### src/rtl/l1c_read_arbiter.sv
// rtl/l1c_read_arbiter.sv - round-robin sharing of one AXI4 read port between L1 I- and D-cache
module l1c_read_arbiter #(
  parameter int          LINE_BEATS = 4,
  parameter logic [3:0]  ID_I       = 4'd0,
  parameter logic [3:0]  ID_D       = 4'd1,
  parameter logic [15:0] UNCACHE_HI = 16'h1000
) (
  input  logic        clk,
  input  logic        rst,
  input  logic        i_req,
  input  logic [31:0] i_addr,
  output logic        i_rvalid,
  output logic        i_wait,
  input  logic        d_req,
  input  logic [31:0] d_addr,
  output logic        d_rvalid,
  output logic        d_wait,
  output logic [31:0] rdata,
  output logic [1:0]  beat,
  output logic [3:0]  ARID,
  output logic [31:0] ARADDR,
  output logic [3:0]  ARLEN,
  output logic [2:0]  ARSIZE,
  output logic [1:0]  ARBURST,
  output logic        ARVALID,
  input  logic        ARREADY,
  input  logic [3:0]  RID,
  input  logic [31:0] RDATA,
  input  logic [1:0]  RRESP,
  input  logic        RLAST,
  input  logic        RVALID,
  output logic        RREADY
);

  typedef enum logic [1:0] {S_IDLE, S_ADDR, S_DATA} state_t;

  localparam logic       G_I      = 1'b0;
  localparam logic       G_D      = 1'b1;
  localparam logic [3:0] LEN_LINE = 4'(LINE_BEATS - 1);

  state_t      state_q, state_d;
  logic        grant_q, grant_d;
  logic        last_grant_q, last_grant_d;
  logic [31:0] addr_q, addr_d;
  logic [3:0]  len_q, len_d;
  logic [1:0]  cnt_q, cnt_d;
  logic        pick;
  logic        hit;
  logic        done;
  logic [3:0]  cur_id;

  // Response status is not acted on; data is forwarded regardless.
  logic unused_rresp;
  assign unused_rresp = ^RRESP;

  always_ff @(posedge clk) begin
    if (rst) begin
      state_q      <= S_IDLE;
      grant_q      <= G_I;
      last_grant_q <= G_D;
      addr_q       <= '0;
      len_q        <= '0;
      cnt_q        <= '0;
    end else begin
      state_q      <= state_d;
      grant_q      <= grant_d;
      last_grant_q <= last_grant_d;
      addr_q       <= addr_d;
      len_q        <= len_d;
      cnt_q        <= cnt_d;
    end
  end

  assign cur_id = (grant_q == G_D) ? ID_D : ID_I;
  assign hit    = (state_q == S_DATA) && RVALID && (RID == cur_id);
  assign done   = hit && RLAST;
  // On a tie the requester that did not win last time goes first.
  assign pick   = (i_req && d_req) ? ~last_grant_q : ~i_req;

  always_comb begin
    state_d      = state_q;
    grant_d      = grant_q;
    last_grant_d = last_grant_q;
    addr_d       = addr_q;
    len_d        = len_q;
    cnt_d        = cnt_q;
    case (state_q)
      S_IDLE: begin
        if (i_req || d_req) begin
          grant_d = pick;
          state_d = S_ADDR;
          if (pick == G_D) begin
            addr_d = d_addr;
            len_d  = (d_addr[31:16] == UNCACHE_HI) ? 4'd0 : LEN_LINE;
          end else begin
            addr_d = i_addr;
            len_d  = LEN_LINE;
          end
        end
      end
      S_ADDR: begin
        if (ARREADY) begin
          state_d = S_DATA;
          cnt_d   = '0;
        end
      end
      S_DATA: begin
        if (hit) begin
          cnt_d = cnt_q + 2'd1;
          if (RLAST) begin
            state_d      = S_IDLE;
            last_grant_d = grant_q;
          end
        end
      end
      default: state_d = S_IDLE;
    endcase
  end

  assign ARVALID  = (state_q == S_ADDR);
  assign ARADDR   = addr_q;
  assign ARLEN    = len_q;
  assign ARID     = cur_id;
  assign ARSIZE   = 3'b010;
  assign ARBURST  = 2'b01;
  assign RREADY   = (state_q == S_DATA);
  assign rdata    = RDATA;
  assign beat     = cnt_q;
  assign i_rvalid = hit && (grant_q == G_I);
  assign d_rvalid = hit && (grant_q == G_D);
  assign i_wait   = i_req && !(done && (grant_q == G_I));
  assign d_wait   = d_req && !(done && (grant_q == G_D));

endmodule
### config.mk
export PLATFORM = sky130hd
export DESIGN_NAME = l1c_read_arbiter
export DESIGN_NICKNAME = d
export VERILOG_FILES = /design/src/rtl/l1c_read_arbiter.sv
export SDC_FILE = /design/constraint.sdc
export NUM_CORES = 1
export LEC_CHECK = 0
export CAP_MARGIN = 20
export CORE_MARGIN = 1.5
export CORE_UTILIZATION = 36
export CTS_CLUSTER_DIAMETER = 150
export DETAILED_ROUTE_END_ITERATION = 7
export HOLD_SLACK_MARGIN = 0.06
export PLACE_DENSITY_LB_ADDON = 0.08
export SLEW_MARGIN = 20
export SYNTH_ARGS = -nofsm -noshare
export SYNTH_HDL_FRONTEND = slang
export SYNTH_SLANG_ARGS = --single-unit
### constraint.sdc
create_clock -name clk -period 4.55 [get_ports clk]
set_input_delay 0.91 -clock clk [delete_from_list [all_inputs] [get_ports clk]]
set_output_delay 0.91 -clock clk [all_outputs]
set_load 0.005 [all_outputs]
==> results of run 1 <==
-- cell type report --
type                    instances  share of cell area, %
flip-flops and latches         39                  23.03
inverters                       5                 0.5537
clock buffers                   6                  2.141
repair buffers                126                  36.54
well taps                      77                  2.842
multi-input cells             183                  34.88
-- worst paths after layout --
path                                  from         end  cells past startpoint
worst max-delay path                RID[1]      d_wait                      5
worst min-delay path             ARADDR[9]   ARADDR[9]                      2
worst max register to register  state_q[0]  ARADDR[10]                      5
worst min register to register   ARADDR[9]   ARADDR[9]                      2
-- placed cells by master (no fill, tap or decap), types with 2 or more instances in the layout --
cell and count:
nand2_1 3, nor4_1 4, clkbuf_8 5, o21ai_0 32, inv_1 5, nor2_1 5, conb_1 10, nor3_1 3
dfxtp_1 39, buf_4 9, a311oi_1 33, o211ai_1 32, a21oi_1 37, clkdlybuf4s50_1 117, nor4b_1 2
-- worst min-delay path, cell delays in order, from the launching register on --
cell	delay (ps)
dfxtp_1	310
a21oi_1	110
a311oi_1	50
-- synthesized netlist by cell type, drive strengths merged --
cell	number	share of area, %
buf	50	16
dfxtp	39	32
a21oi	37	7.6
a311oi	33	12
o211ai	32	9.9
o21ai	32	6.6
clkbuf	29	4.5
nor2	6	0.93
inv	5	0.77
nor4	4	1.0
nand2	3	0.46
nor3	3	0.62
conb	2	0.31
nor2b	2	0.51
nor4b	2	0.72
a2111oi	1	0.36
a211o	1	0.36
a211oi	1	0.31
a31oi	1	0.26
and2	1	0.26
and3b	1	0.36
and4	1	0.36
mux2	1	0.46
nand2b	1	0.26
nand3b	1	0.31
nand4	1	0.26
nor3b	1	0.31
o311a	1	0.41
o311ai	1	0.36
o31ai	1	0.31
or2	1	0.26
or4	1	0.31
or4b	1	0.57
xor2	1	0.36
-- registers in the layout, summed over array words and instances, names as in the netlist --
name	cells
state_q	2
grant_q	1
beat	2
ARLEN	1
ARADDR	32
last_grant_q	1
-- kinds of logic (layout without fill, tap and decap cells) --
group / count (synthesis) / count (layout)
AO/OA/AOI/OAI: 141 / 141
other: 2 / 10
XOR/XNOR: 1 / 1
flip-flops: 39 / 39
multiplexers: 1 / 1
buffers and inverters: 84 / 137
AND/OR/NAND/NOR: 30 / 30
-- power groups by stage --
stage	logic [W]	clock network [W]	registers, W
5_1_grt	0.000342	0.000239	0.000412
3_3_place_gp	0.000312	0	0.000414
2_1_floorplan	0.000168	0	0.000413
6_report	0.000314	0.000219	0.000407
4_1_cts	0.000316	0.000226	0.000407
3_5_place_dp	0.000315	0	0.000414
-- routing by layer --
layer / up-vias / share of wire [%] / global-route usage, %
met5: - / 0 / 0
met4: 0 / 1.0 / 5.514
met3: 14 / 9.1 / 6.712
met2: 118 / 46 / 31.17
met1: 1213 / 44 / 29.41
li1: 1206 / - / -
-- per-stage QoR --
| stage | setup WS (ps) | cell area, um^2 | hold WS [ps] |
|---|---|---|---|
| 6_report | 820.3 | 3390 | 517.6 |
| 5_1_grt | 691.0 | 3390 | 540.1 |
| 4_1_cts | 810.1 | 3390 | 522.5 |
| 3_5_place_dp | 816.4 | 3317 | 515.1 |
| 3_3_place_gp | 828.1 | 3312 | 505.0 |
| 2_1_floorplan | 1820 | 2460 | 479.8 |
==> impl_metrics.env, run 1 <==
export IMPL_status="finished, violations left"
export IMPL_violations="design-rule violations"
export IMPL_rsz0062_at_grt="no"
export IMPL_htreeDepth=2
export IMPL_ys_warn_count=0
export IMPL_slew_headroom_pct=39.71
export IMPL_drc_errors=12
export IMPL_fin_nets=469
export IMPL_insertion_delay_ps=290
export IMPL_crit_fanout=5
export IMPL_io_pins=194
export IMPL_fmax_ghz=0.2681
export IMPL_synth_adder_area_share_pct=0
export IMPL_drtAntennaViolNets=0
export IMPL_syn_cell_area_um2=2430
export IMPL_avgSynthCellArea_um2=8.154
export IMPL_final_setup_tns_ps=0
export IMPL_drt_iter0_drc=120
export IMPL_diodes=0
export IMPL_clk_path_buf_depth=2
export IMPL_path_cells="clkdlybuf4s50_1, or4b_4, nor3_1, a31oi_1, clkdlybuf4s50_1"
export IMPL_drt_first_pass_iters=6
export IMPL_cp_top_family="simple AND/OR/NAND/NOR gates"
export IMPL_clk_pin_slew_worst_paths_ps=70
export IMPL_synth_simple_gate_area_share_pct=7.518
export IMPL_pwr_share_comb_pct=33.5
export IMPL_drive_gt1_share_pct=5.014
export IMPL_grt_max_degree=36
export IMPL_drv_slew=0
export IMPL_max_slew_worst_pin_slew_ps=901.5
export IMPL_p_per_area_nw_per_um2=277.2
export IMPL_postCtsSetupBuffers=0
export IMPL_critical_path_max_stage_delay_ps=570
export IMPL_wirelength_mm=7.854
export IMPL_cts_inserted_buffers=5
export IMPL_cts_tree="yes"
export IMPL_cp_num_buf_inv=2
export IMPL_cap_violations=0
export IMPL_syn_inst=298
export IMPL_cts_root_buf="clkbuf_8"
export IMPL_fin_crit_ps=3730
export IMPL_synth_top_family_by_area="compound AO/OA/AOI/OAI gates"
export IMPL_arrival_ps=2820
export IMPL_crit_top_cell="clkdlybuf4s50_1"
export IMPL_grt_antenna_before_repair=0
export IMPL_yosysUniqueCellTypes=36
export IMPL_dp_cells=430
export IMPL_via_per_inst=5.851
export IMPL_initial_core_util_pct=37.83
export IMPL_core_um2=6422
export IMPL_crit_slowest_cell="or4b_4"
export IMPL_overflow=0
export IMPL_area_growth_pct=39.50
export IMPL_synth_xor_area_share_pct=0.3605
export IMPL_num_rows=29
export IMPL_gr_usage_all_layers_pct=21.01
export IMPL_fin_crit_sh_pct=81.97
export IMPL_port_buffers=117
export IMPL_dieArea_um2=7251
export IMPL_power_w=0.0009394
export IMPL_rrSetupSlack_ps=2680
export IMPL_criticalPathCategory="in -> out"
export IMPL_skew_ps=2.368
export IMPL_die_w_um=85.16
export IMPL_fin_cells=436
export IMPL_die_height_um=85.16
export IMPL_n_fill_cell=619
export IMPL_wire_per_inst_um=18.01
export IMPL_p_sw_share_pct=29.35
export IMPL_vias=2551
export IMPL_clock_sinks=39
export IMPL_multi_input_area_um2=1182
export IMPL_hold_violations=0
export IMPL_regArea_um2=780.7
export IMPL_seqPwrFrac_pct=43.3
export IMPL_cp_data_required_time_ps=3640
export IMPL_hold_path_class="reg -> reg"
export IMPL_ys_seq_area_share_pct=32.13
export IMPL_hold_buffers=0
export IMPL_synthMuxAreaShare_pct=0.4634
export IMPL_p_leak_nw=1.130
export IMPL_final_util_pct=52.78
export IMPL_worst_setup_path_end_kind="output port"
export IMPL_ys_seq_elements=39
export IMPL_grt_pass1_wl_mm=12.23
export IMPL_grt_pass1_vias=2348
export IMPL_p_sw_w=0.0002757
export IMPL_power_frac_clock_pct=23.3
export IMPL_internal_power_w=0.0006637
export IMPL_gp_congestion=0.7387
export IMPL_startpoint_type="input pin"
export IMPL_hpwl_mm=4.994
export IMPL_synth_compound_area_share_pct=38.36
export IMPL_peakVddDrop_mv=0.1022
export IMPL_post_cts_resized=0
export IMPL_setup_viol=0
Note: power is estimated with default switching activity, not from simulation.
==> inputs of run 2 (changes only) <==
--- a/config.mk
+++ b/config.mk
@@ -7,7 +7,7 @@
 export LEC_CHECK = 0
 export CAP_MARGIN = 20
 export CORE_MARGIN = 1.5
-export CORE_UTILIZATION = 36
+export CORE_UTILIZATION = 33
 export CTS_CLUSTER_DIAMETER = 150
 export DETAILED_ROUTE_END_ITERATION = 7
 export HOLD_SLACK_MARGIN = 0.06
==> constraint.sdc (replaced) <==
create_clock -name clk -period 3.8 [get_ports clk]
set_input_delay 0.76 -clock clk [delete_from_list [all_inputs] [get_ports clk]]
set_output_delay 0.76 -clock clk [all_outputs]
set_load 0.005 [all_outputs]
==> impl_metrics.env, run 2 (synthesis gave the netlist of run 1 again) <==
export IMPL_status="completed"
export IMPL_drc_errors=0
export IMPL_cp_data_required_time_ps=3040
export IMPL_fin_nets=471
export IMPL_clk_path_buf_depth=2
export IMPL_arrival_ps=2640
export IMPL_hold_path_class="reg -> reg"
export IMPL_final_setup_tns_ps=0
export IMPL_die_w_um=88.81
export IMPL_core_um2=7176
export IMPL_min_path_cells=2
export IMPL_initial_core_util_pct=33.86
export IMPL_skew_ps=4.844
export IMPL_gp_congestion=0.8036
export IMPL_post_cts_resized=0
export IMPL_cts_tree="yes"
export IMPL_overflow=0
export IMPL_port_buffers=117
export IMPL_drv_slew=0
export IMPL_slew_headroom_pct=45.19
export IMPL_clk_pin_slew_worst_paths_ps=70
export IMPL_io_pins=194
export IMPL_diodes=0
export IMPL_fin_crit_sh_pct=89.58
export IMPL_largest_reg_flops=32
export IMPL_power_w=0.001178
export IMPL_drtAntennaViolNets=0
export IMPL_dieArea_um2=7887
export IMPL_holdWs_ps=520.2
export IMPL_cts_root_buf="clkbuf_8"
export IMPL_cap_violations=0
export IMPL_drt_first_pass_iters=4
export IMPL_peakVddDrop_mv=0.1715
export IMPL_mostFrequentLayoutCells="clkdlybuf4s50_1, dfxtp_1, a21oi_1"
export IMPL_drive_gt1_share_pct=6.336
export IMPL_final_common_cell="clkdlybuf4s50_1"
export IMPL_r2r_cells=5
export IMPL_p_leak_nw=1.152
export IMPL_drt_iter0_drc=102
export IMPL_insertion_delay_ps=280
export IMPL_wire_per_inst_um=16.79
export IMPL_fin_crit_ps=3404
export IMPL_setup_viol=0
export IMPL_wirelength_mm=7.758
export IMPL_grt_max_degree=43
export IMPL_clock_sinks=39
export IMPL_max_slew_worst_pin_slew_ps=822.1
export IMPL_worst_setup_path_end_kind="output port"
export IMPL_num_rows=31
export IMPL_crit_fanout=5
export IMPL_htreeDepth=2
export IMPL_grt_pass1_wl_mm=11.58
export IMPL_postCtsSetupBuffers=0
export IMPL_grt_pass1_vias=2322
export IMPL_fmax_ghz=0.2938
export IMPL_die_height_um=88.81
export IMPL_pre_cts_slack_ps=389.7
export IMPL_via_per_inst=5.439
export IMPL_final_util_pct=48.14
export IMPL_hpwl_mm=5.129
export IMPL_gr_usage_all_layers_pct=18.95
export IMPL_criticalPathCategory="in -> out"
export IMPL_rsz0062_at_grt="no"
export IMPL_startpoint_type="input pin"
export IMPL_vias=2513
export IMPL_hold_violations=0
export IMPL_hold_buffers=0
export IMPL_cts_inserted_buffers=5
export IMPL_area_growth_pct=42.17
export IMPL_p_per_area_nw_per_um2=341.1
export IMPL_grt_antenna_before_repair=0
export IMPL_layout_setup_ws_ps=395.9
[run 2: cell types whose count changed in the layout (fill, tap and decap cells not counted)]
cell	delta
clkdlybuf4s50_1	-1
nor2b_4	-1
nor2_2	-1
clkbuf_8	+2
nor2_4	+1
buf_4	+2
buf_2	+1
nor2b_2	+1
[run 2: power by group]
| group | internal (W) | switching [W] | leakage (nW) |
|---|---|---|---|
| logic | 0.000216 | 0.000160 | 0.778 |
| clock network | 0.000166 | 0.000149 | 0.0515 |
| registers | 0.000457 | 0.0000306 | 0.323 |
| total | 0.000839 | 0.000339 | 1.15 |
[run 2: critical path, stage by stage]
cell and delay [ps]:
clkdlybuf4s50_1 420, or4b_4 580, nor3_1 300, a31oi_1 130
clkdlybuf4s50_1 460
[run 2: final cells by class]
class,count,area (um^2)
clock buffer,8,100.1
fill,721,3721
inverter,5,18.77
multi-input combinational,183,1182
sequential,39,780.7
tap,99,123.9
timing repair buffer,128,1249
[run 2: layer usage]
layer  track usage [%]  wire, um
met3             4.851       621
met5                 0         0
met2             30.72      3655
met1             24.59      3401
met4             6.108        79
[run 2: path summary, 6_finish.rpt]
path              start          to  slack, ps
min reg2reg  ARADDR[15]  ARADDR[15]        520
max reg2reg  state_q[0]   ARADDR[0]       1890
min          ARADDR[15]  ARADDR[15]        520
max              RID[1]      d_wait        400
[run 2: per-stage QoR]
| step | cell area (um^2) | instances |
|---|---|---|
| after floorplan | 2460 | 306 |
| after global placement | 3354 | 454 |
| after detailed placement | 3354 | 454 |
| after CTS | 3455 | 462 |
| after global routing | 3455 | 462 |
| final | 3455 | 462 |
==> inputs of run 3 (changes only) <==
--- a/config.mk
+++ b/config.mk
@@ -12,6 +12,7 @@
 export DETAILED_ROUTE_END_ITERATION = 7
 export HOLD_SLACK_MARGIN = 0.06
 export PLACE_DENSITY_LB_ADDON = 0.08
+export REMOVE_ABC_BUFFERS = 1
 export SLEW_MARGIN = 20
 export SYNTH_ARGS = -nofsm -noshare
 export SYNTH_HDL_FRONTEND = slang
==> impl_metrics.env, run 3 (synthesis gave the netlist of run 1 again) <==
export IMPL_status="completed"
export IMPL_overflow=0
export IMPL_io_pins=194
export IMPL_drive_gt1_share_pct=6.354
export IMPL_post_cts_resized=0
export IMPL_diodes=0
export IMPL_crit_top_cell="clkdlybuf4s50_1"
export IMPL_fin_nets=470
export IMPL_wire_per_inst_um=19.82
export IMPL_fmax_ghz=0.2941
export IMPL_drtAntennaViolNets=0
export IMPL_power_frac_clock_pct=29.8
export IMPL_p_leak_nw=1.156
export IMPL_insertion_delay_ps=290
export IMPL_initial_core_util_pct=33.86
export IMPL_skew_ps=5.145
export IMPL_port_buffers=117
export IMPL_crit_fanout=5
export IMPL_clock_sinks=39
export IMPL_arrival_ps=2640
export IMPL_rrSetupSlack_ps=1910
export IMPL_cts_tree="yes"
export IMPL_power_w=0.001229
export IMPL_fin_cells=461
export IMPL_r2r_start="state_q[0]"
export IMPL_grt_pass1_wl_mm=13.10
export IMPL_vias=2553
export IMPL_dp_cells=453
export IMPL_internal_power_w=0.0008838
export IMPL_hold_violations=0
export IMPL_hold_buffers=0
export IMPL_core_um2=7176
export IMPL_fin_crit_ps=3400
export IMPL_final_setup_tns_ps=0
export IMPL_via_per_inst=5.538
export IMPL_gr_usage_all_layers_pct=22.44
export IMPL_num_rows=31
export IMPL_startpoint_type="input pin"
export IMPL_crit_slowest_cell="or4b_4"
export IMPL_peakVddDrop_mv=0.1561
export IMPL_worstHoldStart="ARADDR[1]"
export IMPL_grt_pass1_vias=2345
export IMPL_largest_reg_flops=32
export IMPL_drv_slew=0
export IMPL_p_sw_w=0.0003448
export IMPL_pwr_share_comb_pct=30.6
export IMPL_gp_congestion=0.7420
export IMPL_worst_setup_path_end_kind="output port"
export IMPL_cp_data_required_time_ps=3040
export IMPL_r2r_cells=5
export IMPL_grt_max_degree=36
export IMPL_p_per_area_nw_per_um2=355.2
export IMPL_hold_path_class="reg -> reg"
export IMPL_htreeDepth=2
export IMPL_cp_num_buf_inv=2
export IMPL_postCtsSetupBuffers=0
export IMPL_hpwl_mm=6.166
export IMPL_place_area_um2=3342
export IMPL_n_fill_cell=725
export IMPL_cts_inserted_buffers=5
export IMPL_drc_errors=0
export IMPL_p_sw_share_pct=28.07
export IMPL_critical_path_max_stage_delay_ps=580
export IMPL_drt_first_pass_iters=4
export IMPL_die_height_um=88.81
export IMPL_final_util_pct=48.21
export IMPL_die_w_um=88.81
export IMPL_drt_iter0_drc=134
export IMPL_min_path_cells=2
export IMPL_cp_top_family="buffers and inverters"
export IMPL_grt_antenna_before_repair=0
export IMPL_whs_endpoint="ARADDR[1]"
export IMPL_dieArea_um2=7887
export IMPL_worst_r2r_endpoint="ARADDR[21]"
export IMPL_cts_root_buf="clkbuf_8"
export IMPL_path_cells="clkdlybuf4s50_1, or4b_4, nor3_1, a31oi_1, clkdlybuf4s50_1"
export IMPL_max_slew_worst_pin_slew_ps=519.0
export IMPL_seqPwrFrac_pct=39.6
export IMPL_wirelength_mm=9.136
export IMPL_criticalPathCategory="in -> out"
export IMPL_area_growth_pct=42.38
export IMPL_clk_path_buf_depth=2
export IMPL_mostFrequentLayoutCells="clkdlybuf4s50_1, dfxtp_1, a21oi_1"
export IMPL_fin_area_um2=3460
export IMPL_clk_pin_slew_worst_paths_ps=80
export IMPL_slew_headroom_pct=65.24
export IMPL_setup_viol=0
export IMPL_final_common_cell="clkdlybuf4s50_1"
export IMPL_cap_violations=0
export IMPL_rsz0062_at_grt="no"
export IMPL_fin_crit_sh_pct=89.48
## run 3: worst max path at each step
stage | slack [ps] | cells past startpoint | start | endpoint
2_1_floorplan | 1290 | 3 | state_q[0] | ARADDR[0]
3_3_place_gp | 430 | 5 | RID[1] | d_wait
3_5_place_dp | 410 | 5 | RID[1] | d_wait
4_1_cts | 400 | 5 | RID[1] | d_wait
5_1_grt | 340 | 5 | RID[1] | d_wait
6_report | 400 | 5 | RID[1] | d_wait
## run 3: layout make-up
class	count	area (um^2)	area share [%]
clock inverters	2	35.03	1.013
multi-input cells	183	1177	34.03
flip-flops and latches	39	780.7	22.57
repair buffers	127	1241	35.88
well taps	99	123.9	3.580
inverters	5	18.77	0.5425
clock buffers	6	82.58	2.387
## run 3: power groups by stage
stage	clock network (W)	registers (W)	logic, W
after floorplan	0	0.000502	0.000126
after global placement	0	0.000496	0.000375
after detailed placement	0	0.000496	0.000379
after CTS	0.000374	0.000487	0.000380
after global routing	0.000391	0.000493	0.000413
final	0.000366	0.000487	0.000376
## run 3: tightest hold or removal path, cell delays in order (launching register included)
cell	delay, ps
dfxtp_1	310
a21oi_1	110
a311oi_1	50
## run 3: per-layer routing
layer	part of all wire, %	global-route usage [%]	up-vias	routed length [um]
met2	43	31.40	141	3962
met4	0.94	4.545	2	86
met1	45	31.24	1192	4079
met5	0.34	3.247	-	31
li1	-	-	1210	-
met3	11	10.26	8	977
## run 3: stage by stage
step                setup slack (ps)  hold slack (ps)
floorplan                       1287            479.9
global placement               431.0            505.9
detailed placement             405.8            513.2
CTS                            404.3            522.8
global route                   344.4            544.5
finish                         399.8            516.1
